File: config.mk
export PLATFORM = sky130hd
export DESIGN_NAME = bmu_result_collector
export DESIGN_NICKNAME = d
export VERILOG_FILES = /design/src/rtl/bmu_result_collector.sv
export SDC_FILE = /design/constraint.sdc
export NUM_CORES = 1
export LEC_CHECK = 0
export BUFFER_PORTS_ARGS = -buffer_cell sky130_fd_sc_hd__buf_4
export CAP_MARGIN = 40
export CORE_MARGIN = 2
export CORE_UTILIZATION = 40
export DETAILED_ROUTE_END_ITERATION = 7
export HOLD_SLACK_MARGIN = 0.02
export RECOVER_POWER = 50
export SKIP_CTS_REPAIR_TIMING = 1
export SYNTH_ARGS = -nofsm -noshare
export SYNTH_HDL_FRONTEND = slang
export SYNTH_SLANG_ARGS = --single-unit
File: constraint.sdc
create_clock -name clk -period 1.9 [get_ports clk]
set_input_delay 0.285 -clock clk [delete_from_list [all_inputs] [get_ports clk]]
set_output_delay 0.285 -clock clk [all_outputs]
set_load 0.02 [all_outputs]
File: src/rtl/bmu_result_collector.sv
// BMU result collector.
// Follows the BMU issue strobe through a fixed-latency valid pipe and captures
// the BMU's registered result/error when it becomes valid. Each capture is
// tagged with a rolling sequence number and queued in a small FIFO. The FIFO
// head is offered downstream over a valid/ready handshake. Captures that
// arrive while the FIFO is full are dropped, and drops are counted and flagged.
module bmu_result_collector #(
  parameter int LATENCY = 1,
  parameter int DEPTH   = 4,
  parameter int SEQ_W   = 8
) (
  input  logic                       clk,
  input  logic                       rstL,
  input  logic                       validIn,
  input  logic [31:0]                resultFf,
  input  logic                       error,
  input  logic                       flush,
  input  logic                       clearSticky,
  output logic                       outValid,
  input  logic                       outReady,
  output logic [31:0]                outResult,
  output logic                       outError,
  output logic [SEQ_W-1:0]           outSeq,
  output logic [$clog2(DEPTH):0]     count,
  output logic                       overflowSticky,
  output logic [SEQ_W-1:0]           dropCount
);

  localparam int PTR_W = $clog2(DEPTH);
  localparam int CNT_W = PTR_W + 1;
  localparam logic [CNT_W-1:0] CNT_FULL = CNT_W'(DEPTH);
  localparam logic [CNT_W-1:0] CNT_ONE  = CNT_W'(1);
  localparam logic [PTR_W-1:0] PTR_ONE  = PTR_W'(1);
  localparam logic [SEQ_W-1:0] SEQ_ONE  = SEQ_W'(1);

  typedef struct packed {
    logic [31:0]      result;
    logic             err;
    logic [SEQ_W-1:0] seq;
  } entry_t;

  logic [LATENCY-1:0] validPipe;
  entry_t             mem [DEPTH];
  logic [PTR_W-1:0]   rdPtr;
  logic [PTR_W-1:0]   wrPtr;
  logic [SEQ_W-1:0]   seq;

  logic               capture;
  logic               full;
  logic               pop;
  logic               push;
  logic               drop;
  logic [CNT_W-1:0]   countNext;
  logic [PTR_W-1:0]   rdPtrNext;
  entry_t             newEntry;
  entry_t             headNext;

  // Stage 0 of the valid pipe samples the issue strobe; flush empties it.
  always_ff @(posedge clk or negedge rstL) begin
    if (!rstL)      validPipe[0] <= 1'b0;
    else if (flush) validPipe[0] <= 1'b0;
    else            validPipe[0] <= validIn;
  end

  // Remaining stages delay the strobe to line up with the BMU's result.
  generate
    for (genvar gi = 1; gi < LATENCY; gi++) begin : gPipe
      always_ff @(posedge clk or negedge rstL) begin
        if (!rstL)      validPipe[gi] <= 1'b0;
        else if (flush) validPipe[gi] <= 1'b0;
        else            validPipe[gi] <= validPipe[gi-1];
      end
    end
  endgenerate

  // Handshake decode, next occupancy and the entry that will be at the head.
  always_comb begin
    capture  = validPipe[LATENCY-1];
    full     = (count == CNT_FULL);
    pop      = outValid && outReady && !flush;
    // A full FIFO still accepts a capture when its head leaves this cycle.
    push     = capture && !flush && (!full || pop);
    drop     = capture && !flush && full && !pop;
    newEntry = '{result: resultFf, err: error, seq: seq};

    countNext = count;
    if (flush)             countNext = '0;
    else if (push && !pop) countNext = count + CNT_ONE;
    else if (pop && !push) countNext = count - CNT_ONE;

    rdPtrNext = pop ? (rdPtr + PTR_ONE) : rdPtr;
    // The only time the new head is the entry being written this cycle is
    // when it lands exactly at the next read slot (empty, or one-left + pop).
    headNext = (push && (rdPtrNext == wrPtr)) ? newEntry : mem[rdPtrNext];
  end

  // FIFO storage; cleared on reset so the head never shows X.
  always_ff @(posedge clk or negedge rstL) begin
    if (!rstL) begin
      for (int i = 0; i < DEPTH; i++) mem[i] <= '0;
    end else if (push) begin
      mem[wrPtr] <= newEntry;
    end
  end

  // Pointers and occupancy; flush restarts the FIFO from slot 0.
  always_ff @(posedge clk or negedge rstL) begin
    if (!rstL) begin
      rdPtr <= '0;
      wrPtr <= '0;
      count <= '0;
    end else if (flush) begin
      rdPtr <= '0;
      wrPtr <= '0;
      count <= '0;
    end else begin
      rdPtr <= rdPtrNext;
      if (push) wrPtr <= wrPtr + PTR_ONE;
      count <= countNext;
    end
  end

  // Registered head outputs, loaded with the head as it stands after this edge.
  always_ff @(posedge clk or negedge rstL) begin
    if (!rstL) begin
      outValid  <= 1'b0;
      outResult <= '0;
      outError  <= 1'b0;
      outSeq    <= '0;
    end else begin
      outValid <= (countNext != '0);
      if (!flush) begin
        outResult <= headNext.result;
        outError  <= headNext.err;
        outSeq    <= headNext.seq;
      end
    end
  end

  // Sequence tag advances on every capture, kept or not, so gaps are visible.
  always_ff @(posedge clk or negedge rstL) begin
    if (!rstL)        seq <= '0;
    else if (capture) seq <= seq + SEQ_ONE;
  end

  // Overflow tracking: a drop sets the sticky flag ahead of a clear request.
  always_ff @(posedge clk or negedge rstL) begin
    if (!rstL) begin
      overflowSticky <= 1'b0;
      dropCount      <= '0;
    end else begin
      if (drop)             overflowSticky <= 1'b1;
      else if (clearSticky) overflowSticky <= 1'b0;
      if (drop && (dropCount != '1)) dropCount <= dropCount + SEQ_ONE;
    end
  end

endmodule
==> metrics.md <==
| Metric | Value |
|---|---|
| Status | complete, but fails checks |
| Failing checks | negative setup slack |
| Final WS setup | -0.0487 ns |
| Fmax | between 500 and 600 MHz |
| Largest area contributor in the netlist | dfrtp_1 |
| Post-synthesis sequential area ratio | 0.500 |
| Vias post-DR | between 8000 and 9000 |
| Routed Wire Length | around 30000 um |
| WS Path Type | flip-flop to flip-flop |
| WL/cell | 19.6 um |
| GRT overflow | 0 |
| Vias in the first global route | between 8000 and 9000 |
| Setup TNS Final | -0.743 ns |
| Max FO, Critical Path | 15 |
| Met2 usage | 0.338 |
| Worst Hold Path Cells | 3 |
| XOR/XNOR Fraction of Synth Area | 0.0151 |
| Slew HR | 0.240 |
| GRT met3 Usage | 0.0241 |
| Initial Util | 0.404 |
| Data required time of the critical path | between 2 and 2.5 ns |
| Post-synthesis cell type count | 39 |
| Post-Syn Instances | 1000 |
| Nets | 1159 |
| DRC violations left | 0 |
| Routability cong. | 0.722 |
| Clk Latency, worst-skew pair | between 0.5 and 0.6 ns |
| Sink Count | between 200 and 250 |
| CTS clk-pin slew, worst paths | about 0.06 ns |
| Final-report setup violation count | 40 |
| # port buffers | 92 |
| Area of the mapped netlist | about 12000 um^2 |
| Fin. max-slew vios | 0 |
| Dominant cells by area after synthesis | dfrtp_1 50%, mux2_2 20%, o221ai_1 3.0%, o31ai_1 2.7%, a22oi_1 2.7% |
| Width of the die | 174 um |
| Area of the die | just over 30000 um^2 |
| Final cycle utilization of the critical path | 1.03 |
| Flops & latches, synth | between 200 and 250 |
| Die Y | roughly 170 um |
| Peak supply drop | between 900 and 1000 uV |
| Worst-Margin Slew | between 1 and 1.5 ns |
| Critical Path Sink Type | flip-flop |
| MaxCap Viol Count | 0 |
| Routed Antenna Nets | 0 |
| Grt met1 use | 0.254 |
| Fin. Hold Viols | 0 |
| Area Growth Syn to Fin | 23.9% |
| Io pins | 93 |
| Post-Synth Simple-Gate Area | 0.0807 |
| Fraction of layout cells with a size suffix above 1 | 0.375 |
| Pwr per Cell Area | about 1300 nW/um^2 |
| Initial antenna violation count | 0 |
| Critical Path Source Type | flip-flop |
| Synth Net Count | approximately 1000 |
| Largest family of logic cells by synthesized area | multiplexers |
| Clk Tree Root Cell | clkbuf_16 |
| Crit path time final | 1.95 ns |
| Synth Area in Compound Gates | 0.157 |
| Synth warn | 0 |
| Area share of fa/ha/maj cells after synthesis | 0.00973 |
| Mux contribution to synthesized area | 0.200 |
| Rows | 62 |
| Reg2reg path depth | 6 |
| Syn avg cell area | approximately 12 um^2 |
| Static leakage | around 0.0065 uW |
| Vias per Instance | about 5.7 |
| CTS Buffer Depth | 3 |
| Synth top area share | 0.500 |
| Largest net degree at the start of global routing | ~110 |
| CTS tree | built |
| Drt first pass iters | 5 |
| Clock skew | between 0.02 and 0.025 ns |
| Overall Global Routing Usage | 0.193 |
| CTS H-tree depth | 1 |
| Unrepaired setup endpoints after global routing | yes |
| Core Region | ~29000 um^2 |
| Class of the most critical hold timing path | primary input to flip-flop |
| GR peak layer | met2 |
| First DRT Iteration DRCs | approximately 470 |
| Global-route wire length before repair | 47500 um |
| Num CTS Buffers | 27 |
| DP HPWL | 17200 um |
| CP Data Arrival Time | 2.36 ns |
| Setup WS pre-CTS | -0.0897 ns |
| Number of antenna diodes | 0 |
cell usage after synthesis, drive strengths merged:
cell,number
nor4bb,1
and3b,2
o221ai,40
o21a,40
o31ai,42
nor2b,42
nand2b,2
o22ai,40
nor3,41
or4b,1
a21boi,2
and3,4
a211oi,1
and2,1
clkbuf,49
a21o,1
xor2,7
xnor2,13
a21oi,41
inv,5
or3,1
a22oi,42
or2,1
buf,43
dfrtp,231
nand3,6
ha,9
mux2,206
o21ai,2
a311oi,1
nand2,23
nor2,46
a31oi,2
nand3b,3
nand4,9
kinds of logic after synthesis:
group	after synthesis
adder cells (fa/ha/maj)	9
AO/OA/AOI/OAI	254
flip-flops	231
buffers and inverters	97
XOR/XNOR	20
AND/OR/NAND/NOR	183
multiplexers	206
worst max-delay path: stages, from the launching register on:
cell     delay, ns
dfrtp_4       0.47
xnor2_1       0.15
or4b_4        0.50
a22oi_4       0.22
or2_4         0.21
buf_12        0.17
o31ai_1       0.09
per-stage QoR:
stage | area, um^2 | total power [uW] | utilization | hold WS [ns] | cells
floorplan | 11600 | 10900 | - | -0.0106 | 1000
global placement | 13100 | 12900 | 0.457 | 0.215 | 1443
detailed placement | 13100 | 13000 | 0.457 | 0.209 | 1443
CTS | 14000 | 18500 | 0.490 | -0.357 | 1493
global route | 14300 | 19500 | 0.501 | 0.0202 | 1516
finish | 14300 | 18400 | 0.501 | 0.00657 | 1516
power breakdown:
group	switching (uW)	internal, uW
Clock	2140	3290
Sequential	975	6210
Combinational	2840	2950
per-layer routing:
metal  wire length [um]  vias to the layer above
met5                  0                        -
met4                583                        0
met3               1230                       41
met2              14600                      201
met1              13400                     4384
li1                   -                     3976
cells in the final DEF, fill, tap and decap left out, drive strengths merged, types with 3 or more instances in the layout:
cell type,count
a22oi,42
o221ai,40
buf,147
dfrtp,231
nor2b,42
clkinv,6
o22ai,40
nand3,6
bufinv,3
nand4,9
o21a,40
and3,4
clkbuf,44
clkinvlp,3
nor2,46
nor3,41
xnor2,13
dlygate4sd3,19
o31ai,42
xor2,7
a21oi,41
nand3b,3
nand2,23
ha,9
inv,7
mux2,206
cell type report:
type / count / area, um^2
fillers: 2544 / 14300
flip-flops and latches: 231 / 5790
multi-input cells: 672 / 5400
repair buffers: 174 / 1700
clock buffers: 36 / 779
well taps: 384 / 480
clock inverters: 14 / 163
inverters: 5 / 18.8
sequential cells by signal (all words and copies together) (netlist names), 2 cells and up:
| register | flops |
|---|---|
| count | 3 |
| wrPtr | 2 |
| mem | 164 |
| dropCount | 8 |
| outResult | 32 |
| outSeq | 8 |
| seq | 8 |
| rdPtr | 2 |
worst paths after layout:
kind | to | slack, ns | startpoint
setup / recovery | outResult[7] | -0.05 | rdPtr[0]
hold / removal | outResult[16] | 0.007 | resultFf[16]
setup reg to reg | outResult[7] | -0.05 | rdPtr[0]
hold reg to reg | mem[116] | 0.50 | mem[116]
max in group asynchronous | outResult[8] | 0.27 | rstL
min in group asynchronous | mem[49] | 0.51 | rstL
Note: power is estimated with default switching activity, not from simulation.
